--- config.mk ---
export PLATFORM = sky130hd
export DESIGN_NAME = memctrl_fifo
export DESIGN_NICKNAME = d
export VERILOG_FILES = /design/src/rtl/memctrl_fifo.sv
export SDC_FILE = /design/constraint.sdc
export NUM_CORES = 1
export LEC_CHECK = 0
export ABC_AREA = 1
export CAP_MARGIN = 0
export CELL_PAD_IN_SITES_DETAIL_PLACEMENT = 0
export CELL_PAD_IN_SITES_GLOBAL_PLACEMENT = 1
export CORE_MARGIN = 4
export CORE_UTILIZATION = 35
export CTS_BUF_LIST = sky130_fd_sc_hd__clkbuf_16
export CTS_CLUSTER_DIAMETER = 200
export DETAILED_ROUTE_END_ITERATION = 6
export HOLD_SLACK_MARGIN = 0.05
export PLACE_DENSITY_LB_ADDON = 0.1
export SLEW_MARGIN = 5
export SYNTH_ARGS = -nofsm -noshare
export SYNTH_HDL_FRONTEND = slang
export SYNTH_SLANG_ARGS = --single-unit
export TNS_END_PERCENT = 20
--- constraint.sdc ---
create_clock -name clock -period 3.4 [get_ports clock]
set_input_delay 0.34 -clock clock [delete_from_list [all_inputs] [get_ports clock]]
set_output_delay 0.34 -clock clock [all_outputs]
set_load 0.1 [all_outputs]
--- src/rtl/memctrl_fifo.sv ---
// AVR memory/IO router: SRAM vs banked text-window routing, bank/cursor port
// registers, and a PS/2 scan-code FIFO with F0/E0 prefix tracking and SHIFT state.
module memctrl_fifo #(
  parameter logic [15:0] WIN_BASE  = 16'hF000,
  parameter logic [7:0]  TEXT_BANK = 8'h02,
  parameter int          KB_DEPTH  = 8,
  parameter int          KB_AW     = 3
) (
  input  logic        clock,
  input  logic        reset,
  input  logic [15:0] address,
  input  logic        wren,
  input  logic        rden,
  input  logic [7:0]  data_o,
  output logic [7:0]  data_i,
  input  logic [7:0]  data_o_sram,
  input  logic [7:0]  data_o_text,
  output logic        data_w_sram,
  output logic        data_w_text,
  output logic [7:0]  bank,
  output logic [7:0]  cursor_x,
  output logic [7:0]  cursor_y,
  input  logic [7:0]  ps2_data,
  input  logic        ps2_hit,
  output logic        kb_irq
);

  localparam logic [15:0] PORT_BANK   = 16'h0020;
  localparam logic [15:0] PORT_KBD    = 16'h0021;
  localparam logic [15:0] PORT_STATUS = 16'h0022;
  localparam logic [15:0] PORT_FLAGS  = 16'h0023;
  localparam logic [15:0] PORT_CURX   = 16'h002C;
  localparam logic [15:0] PORT_CURY   = 16'h002D;

  localparam logic [7:0] PS2_BREAK = 8'hF0;
  localparam logic [7:0] PS2_EXT   = 8'hE0;
  localparam logic [7:0] PS2_LSHFT = 8'h12;
  localparam logic [7:0] PS2_RSHFT = 8'h59;

  localparam logic [KB_AW-1:0] PTR_ONE   = 1;
  localparam logic [KB_AW:0]   CNT_ONE   = 1;
  localparam logic [KB_AW:0]   CNT_DEPTH = (KB_AW+1)'(KB_DEPTH);

  // Control state
  logic [7:0]       bank_q, bank_d;
  logic [7:0]       cx_q, cx_d;
  logic [7:0]       cy_q, cy_d;
  logic [KB_AW-1:0] wr_ptr_q, wr_ptr_d;
  logic [KB_AW-1:0] rd_ptr_q, rd_ptr_d;
  logic [KB_AW:0]   cnt_q, cnt_d;
  logic             overflow_q, overflow_d;
  logic             up_pend_q, up_pend_d;
  logic             ext_pend_q, ext_pend_d;
  logic             shift_q, shift_d;
  logic             kb_irq_q;

  // Entry layout: {ext, up, scan code}
  logic [9:0] fifo_q [KB_DEPTH];

  logic       win, txt, port_wr;
  logic       empty, full;
  logic       flush, pop_ok, push_ok, is_code;
  logic [9:0] head;
  logic [4:0] cnt_w;
  logic [3:0] cnt_sat;
  logic [7:0] status;

  always_comb begin
    win     = (address >= WIN_BASE);
    txt     = (bank_q[7:1] == TEXT_BANK[7:1]);
    port_wr = wren && !win;
    empty   = (cnt_q == '0);
    full    = (cnt_q == CNT_DEPTH);
    head    = fifo_q[rd_ptr_q];
    cnt_w   = 5'(cnt_q);
    cnt_sat = (cnt_w > 5'd15) ? 4'hF : cnt_w[3:0];
    status  = {cnt_sat, shift_q, overflow_q, full, !empty};
  end

  // Routing and port read mux
  always_comb begin
    data_i      = data_o_sram;
    data_w_sram = wren;
    data_w_text = 1'b0;
    if (win) begin
      data_w_sram = 1'b0;
      if (txt) begin
        data_w_text = wren;
        data_i      = data_o_text;
      end else begin
        data_i = 8'hFF;
      end
    end else begin
      case (address)
        PORT_BANK:   data_i = bank_q;
        PORT_KBD:    data_i = empty ? 8'h00 : head[7:0];
        PORT_STATUS: data_i = status;
        PORT_FLAGS:  data_i = empty ? 8'h00 : {6'b0, head[9], head[8]};
        PORT_CURX:   data_i = cx_q;
        PORT_CURY:   data_i = cy_q;
        default:     data_i = data_o_sram;
      endcase
    end
  end

  // Next-state: port registers, prefix tracking, FIFO pointers
  always_comb begin
    bank_d     = bank_q;
    cx_d       = cx_q;
    cy_d       = cy_q;
    up_pend_d  = up_pend_q;
    ext_pend_d = ext_pend_q;
    shift_d    = shift_q;
    overflow_d = overflow_q;
    wr_ptr_d   = wr_ptr_q;
    rd_ptr_d   = rd_ptr_q;
    cnt_d      = cnt_q;

    if (port_wr) begin
      case (address)
        PORT_BANK: bank_d = data_o;
        PORT_CURX: cx_d   = data_o;
        PORT_CURY: cy_d   = data_o;
        default:   ;
      endcase
    end

    flush   = port_wr && (address == PORT_STATUS) && data_o[7];
    is_code = ps2_hit && (ps2_data != PS2_BREAK) && (ps2_data != PS2_EXT);
    push_ok = is_code && !flush && !full;
    pop_ok  = rden && (address == PORT_KBD) && !empty && !flush;

    if (ps2_hit) begin
      if (ps2_data == PS2_BREAK) begin
        up_pend_d = 1'b1;
      end else if (ps2_data == PS2_EXT) begin
        ext_pend_d = 1'b1;
      end else begin
        up_pend_d  = 1'b0;
        ext_pend_d = 1'b0;
        if (ps2_data == PS2_LSHFT || ps2_data == PS2_RSHFT)
          shift_d = ~up_pend_q;
      end
    end

    if (flush) begin
      overflow_d = 1'b0;
      wr_ptr_d   = '0;
      rd_ptr_d   = '0;
      cnt_d      = '0;
    end else begin
      if (is_code && full)
        overflow_d = 1'b1;
      if (push_ok)
        wr_ptr_d = wr_ptr_q + PTR_ONE;
      if (pop_ok)
        rd_ptr_d = rd_ptr_q + PTR_ONE;
      case ({push_ok, pop_ok})
        2'b10:   cnt_d = cnt_q + CNT_ONE;
        2'b01:   cnt_d = cnt_q - CNT_ONE;
        default: cnt_d = cnt_q;
      endcase
    end
  end

  always_ff @(posedge clock) begin
    if (reset) begin
      bank_q     <= '0;
      cx_q       <= '0;
      cy_q       <= '0;
      wr_ptr_q   <= '0;
      rd_ptr_q   <= '0;
      cnt_q      <= '0;
      overflow_q <= 1'b0;
      up_pend_q  <= 1'b0;
      ext_pend_q <= 1'b0;
      shift_q    <= 1'b0;
      kb_irq_q   <= 1'b0;
    end else begin
      bank_q     <= bank_d;
      cx_q       <= cx_d;
      cy_q       <= cy_d;
      wr_ptr_q   <= wr_ptr_d;
      rd_ptr_q   <= rd_ptr_d;
      cnt_q      <= cnt_d;
      overflow_q <= overflow_d;
      up_pend_q  <= up_pend_d;
      ext_pend_q <= ext_pend_d;
      shift_q    <= shift_d;
      kb_irq_q   <= (cnt_d != '0);
    end
  end

  // Entry storage carries no reset; occupancy alone decides what is valid
  always_ff @(posedge clock) begin
    if (push_ok)
      fifo_q[wr_ptr_q] <= {ext_pend_q, up_pend_q, ps2_data};
  end

  assign bank     = bank_q;
  assign cursor_x = cx_q;
  assign cursor_y = cy_q;
  assign kb_irq   = kb_irq_q;

endmodule

# --- After elaboration in Yosys (flattened, before gate mapping) ---
# Memories as Yosys holds them, arrays and structs flattened. A register that Yosys moved wholly into a read port is not among the register bits.
# Index checks and enable logic that the tools add are counted.
op_classes:
  n_mul: 0
  n_mux: 17
  n_div: 0
  n_reduce_logical: 25
  eq_ne: 17
  shift: 0
  order_cmp: 1
  n_addsub: 4
  bitwise: 3
op_table:
  columns: ["operator", "count"]
  rows:
  - ["$eq 16x6->1 const B", 6]
  - ["$pmux 8 s6", 1]
  - ["$mux 8", 3]
  - ["$eq 8x8->1 const B", 2]
  - ["$ge 16x16->1 const B", 1]
  - ["$ne 8x8->1 const B", 2]
  - ["$logic_and 1x1->1", 11]
  - ["$reduce_and 2->1", 5]
  - ["$eq 8x5->1 const B", 1]
  - ["$eq 8x7->1 const B", 1]
  - ["$mux 1", 8]
  - ["$pmux 4 s2", 1]
  - ["$eq 7x1->1 const B", 1]
  - ["$add 3x1->3 const B", 2]
  - ["$mux 3", 2]
  - ["$add 4x1->4 const B", 1]
  - ["$eq 4x4->1 const B", 1]
  - ["$logic_not 1->1", 4]
  - ["$logic_not 4->1", 1]
  - ["$mux 4", 1]
  - ["$reduce_and 4->1", 1]
  - ["$reduce_bool 4->1", 1]
  - ["$sub 4x1->4 const B", 1]
  - ["$not 1->1", 3]
  - ["6 further kinds", 6]
word_totals:
  regBits: 39
  latchBits: 0
  word_cells: 79
  inputBits: 53
  output_inout_bits: 35
  ramBits: 80
  rom_bits: 0
  n_memories: 1
memory_table:
  columns: ["name", "words", "width", "read_ports", "rd_clocked_by_memory_dff", "wr", "line", "text"]
  rows:
  - ["fifo_q", 8, 10, 1, 1, 1, "58", "logic [9:0] fifo_q [KB_DEPTH];"]

# --- Depth between registers and ports, before layout ---
logic_depth:
  word_depth: 12
  ltp_mapped: 20
  depth_no_buf: 20

# --- Worst setup path after synthesis ---
# OpenSTA, ideal clock, no wires.
synth_timing:
  kind: "reg2out"
  startpoint: "register bank_q[2] (netlist: bank[2])"
  endpoint: "output port data_i[3]"
  path_slack_ns: 0.072
  arrival_ns: 2.988
  path_stages_with_launch: 9
  n_path_buf: 0
  t_required_ns: 3.060
  cell_sequence: "dfxtp_1 -> inv_1 -> nand4_1 -> nor2_1 -> inv_1 -> nor2_1 -> inv_1 -> nor2_1 -> a21oi_1"
synth_between:
  elab_chain_len: 3
synth_rtl:
  columns: ["element", "line", "text"]
  rows:
  - ["from (decl)", "45", "logic [7:0] bank_q, bank_d;"]
  - ["from (signal assigned)", "180", "bank_q <= bank_d;"]
  - ["$eq 7x1->1", "70", "txt = (bank_q[7:1] == TEXT_BANK[7:1]);"]
  - ["$mux 8", "87", "if (txt) begin"]
  - ["$mux 8", "85", "if (win) begin"]
  - ["to (decl)", "15", "output logic [7:0] data_i,"]
# No other way between the ends.

# --- Final worst setup path ---
layout_timing:
  startpoint: "input port address[14]"
  endpoint: "output port data_i[3]"
layout_between:
  elab_chain_len: 3
  elab_cells_between_ends: 9
  classes_between: "1 x order compare; 6 x eq/ne; 2 x mux"
layout_rtl:
  columns: ["element", "line", "text"]
  rows:
  - ["from (decl)", "11", "input logic [15:0] address,"]
  - ["branches (longest 2 deep; another with $ge 16x16->1)", null, null]
  - ["$mux 8 (*)", "85", null]
# Mark *: on every way between the ends.

==> flow_summary.ini <==
[logic_synthesis]
post_synth_instance_area_mm2 = 0.00582
synth-seq-area-share_pct = 55.8
synth_ff_type = edfxtp_1
synth-async-reset-ratio_pct = 0
synth_seq_cells = 122
synth.net_count = 740
netlist.top_cell.by_area = edfxtp_1
post_synth_num_cell_types = 32
yosys_warnings = 0
edff_count_synth = 80
postSynthCellCount = 682
ys_top_cells_by_area = edfxtp_1 41%, dfxtp_1 14%, nand2_1 9.1%, nor2_1 7.4%, o21ai_0 5.2%
synth_top_area_share_pct = 41.3
synth_area_per_cell_um2 = 8.53

[run_status]
result_of_the_run = finished clean

[layout]
synthToLayoutAreaGrowth_pct = 32.1
post_route_cells_drive_above_1_share_pct = 11.1
layout.cells.most_common_list = 141 x nand2_1, 115 x nor2_1, 80 x edfxtp_1, 77 x clkdlybuf4s50_1, 61 x inv_1
finalCoreUtilization_pct = 47.9
multi_input_area_mm2 = 0.00222
final_nets = 849
register_area_mm2 = 0.00324
final.fill_count = 1497
finish.cell_count_without_fillers = 1020
layout_commonest_cell = nand2_1
antenna_cells = 0

[setup_path]
crit_buf_inv = 3
timing.rr.start = cnt_q[1]
crit_chain = clkdlybuf4s50_1 -> nor2_2 -> nand4_1 -> nor2_1 -> nand2_1 -> inv_1 -> nand2_1 -> nand3b_1 -> nor2_1 -> a21oi_1 -> buf_12
worstSetupPathType = primary input to primary output
timing.critical_path.slowest_stage_cell = nor2_1
reg2regPathDepth = 18
critPathLaunchType = primary input
worstPathMaxFanout = 6
critical_path_end_type = primary output
worstReg2RegEnd = kb_irq
critical_path.max_stage_delay_ns = 0.49
worstPathArrival_ns = 2.79
timing.critical_path.max_delay_family = simple AND/OR/NAND/NOR gates
critPathRequiredTime_ns = 3.06
worst_setup_path_endpoint = data_i[3]
crit_start = address[14]
timing.reg2reg.setup_slack_ns = 0.71
path_depth = 11

[global_routing]
grt_first_pass_wirelength_um = 26600
grt_antenna_before_repair = 0
grt-ovfl-total = 0
grt_start_max_net_pins = 41
grt_util_all_layers_pct = 19.0
first_global_vias = 4846

[placement]
pre_cts_ws_ns = 0.164
dp_hpwl_um = 12700
place.detailed.instances = 988
placement.io_buffers = 87
finalWeightedCongestion = 0.828

[route]
initial_drt_pass_iterations = 5
drcViolationCount = 0
drtIter0Drc = 309
avgViaCountPerCell = 4.97
detail-route-antenna-nets = 0
vias = 5071
route.detailed.wl_per_inst_um = 17.3
drt_wl_total_um = 17600

[clock_tree]
clockBufferDepth = 2
cts_hold_repair.buffers = 0
tritoncts_clock_tree = done
clock_sink_total = 122
cts_inserted_buffers = 17
cts_resized = 0
clock_insertion_delay_worst_skew_ns = 0.41
cts_setup_buffers = 0
cts.clk_slew.worst_paths_ns = 0.06
cts_root_buf = clkbuf_16
h-tree-depth = 4

[sta]
worst_max_slew_pin_slew_ns = 1.03
timing.final.hold_violations = 0
postLayoutSetupSlackWorst_ns = 0.267
fin_setup_tns_ns = 0
final_period_minus_worst_setup_slack_ns = 3.13
fmax_ghz = 0.319
final.period_utilization_pct = 92.1
report.final.slew_viol_count = 0
finalSetupViolCount = 0
rsz_0062_raised_after_global_routing = no
finalClockSkew_ns = 0.00724
worst_slew_margin_rel_pct = 31.4

[floorplanning]
fp.dieW_um = 137
fp.dieH_um = 137
initial_core_utilization_pct = 36.2
num_rows = 46
floorplan_die_area_mm2 = 0.0187
design.core.area_mm2 = 0.0161
top_level_ports = 88

[pwr]
p_switching_mw = 0.884
p_int_mw = 2.81
static_leakage_nw = 3.00
power.share.sequential_pct = 43.9
power.density_cell_area_mw_per_mm2 = 481
worst_ir_drop_vdd_mv = 0.424
clock_power_share_pct = 47.3
p_sw_share_pct = 23.9
power.combinational.fraction_pct = 8.8

[hold_path]
worst_hold_path_type = flop to flop
min_delay_path_depth = 2

[job]
maxCapViolations = 0
routing by layer:
| layer | wire length [um] | global-route usage [%] |
|---|---|---|
| met5 | 0 | 0 |
| met4 | 250 | 5.21 |
| met3 | 1240 | 4.60 |
| met2 | 8200 | 29.4 |
| met1 | 7940 | 26.7 |
power groups by stage:
| stage | registers [mW] | logic (mW) | clock network, mW |
|---|---|---|---|
| after floorplan | 1.67 | 0.146 | 0 |
| after global routing | 1.63 | 0.349 | 1.84 |
| after detailed placement | 1.66 | 0.324 | 0 |
| final | 1.62 | 0.324 | 1.75 |
| after CTS | 1.62 | 0.325 | 1.78 |
| after global placement | 1.65 | 0.322 | 0 |
flip-flops by register name (all words and copies together), names as in the netlist, named ones only:
register / flops
bank: 8
cnt_q: 4
cursor_x: 8
cursor_y: 8
ext_pend_q: 1
fifo_q: 80
kb_irq: 1
overflow_q: 1
rd_ptr_q: 3
shift_q: 1
up_pend_q: 1
wr_ptr_q: 3
cells in the mapped netlist (5+ instances only):
library cell,number
nand3_1,48
nand2_2,7
a21oi_1,39
buf_2,11
o211ai_1,9
o21ai_0,60
dfxtp_1,42
nand3b_1,5
nand2_1,141
ha_1,5
nand4_1,16
nor2_2,9
inv_1,60
nor2_1,115
clkbuf_1,6
edfxtp_1,80
through the flow:
| step | hold WS [ns] | instance area [um2] | total power, mW |
|---|---|---|---|
| 3_3_place_gp | 0.457 | 7110 | 1.98 |
| 6_report | 0.466 | 7680 | 3.70 |
| 2_1_floorplan | 0.409 | 5820 | 1.81 |
| 5_1_grt | 0.490 | 7680 | 3.82 |
| 4_1_cts | 0.469 | 7680 | 3.73 |
| 3_5_place_dp | 0.461 | 7110 | 1.98 |
area by class of cell:
| class | instances | area share [%] |
|---|---|---|
| Sequential cell | 122 | 42.2 |
| Multi-Input combinational cell | 473 | 28.9 |
| Timing Repair Buffer | 112 | 14.8 |
| Clock buffer | 17 | 5.54 |
| Tap cell | 216 | 3.52 |
| Inverter | 65 | 3.17 |
| Clock inverter | 15 | 1.95 |
cell families after synthesis:
kind of cell	count (synthesis)	synth area share, %
adder cells (fa/ha/maj)	5	1.08
buffers and inverters	87	6.11
AO/OA/AOI/OAI	110	9.92
XOR/XNOR	2	0.301
flip-flops	122	55.8
AND/OR/NAND/NOR	356	26.8
worst register-to-register path, stage by stage, from the launching register on:
cell	delay (ns)
dfxtp_1	0.33
inv_1	0.11
nand2_1	0.08
nor3_1	0.48
nor2_4	0.13
nand2_2	0.12
inv_2	0.06
ha_1	0.25
nand2_1	0.08
inv_1	0.04
nor2_1	0.12
ha_1	0.16
a21oi_1	0.05
xor2_1	0.16
a21oi_1	0.14
inv_1	0.05
nor2_1	0.14
nor2_1	0.06
nand3b_1	0.07
how the worst min path moves through the flow:
stage / from / endpoint / slack [ns]
2_1_floorplan: reset / cursor_y[0] / 0.41
3_3_place_gp: cursor_x[7] / cursor_x[7] / 0.46
3_5_place_dp: overflow_q / overflow_q / 0.46
4_1_cts: overflow_q / overflow_q / 0.47
5_1_grt: overflow_q / overflow_q / 0.49
6_report: overflow_q / overflow_q / 0.47
Power figures use the tool's default switching activity.
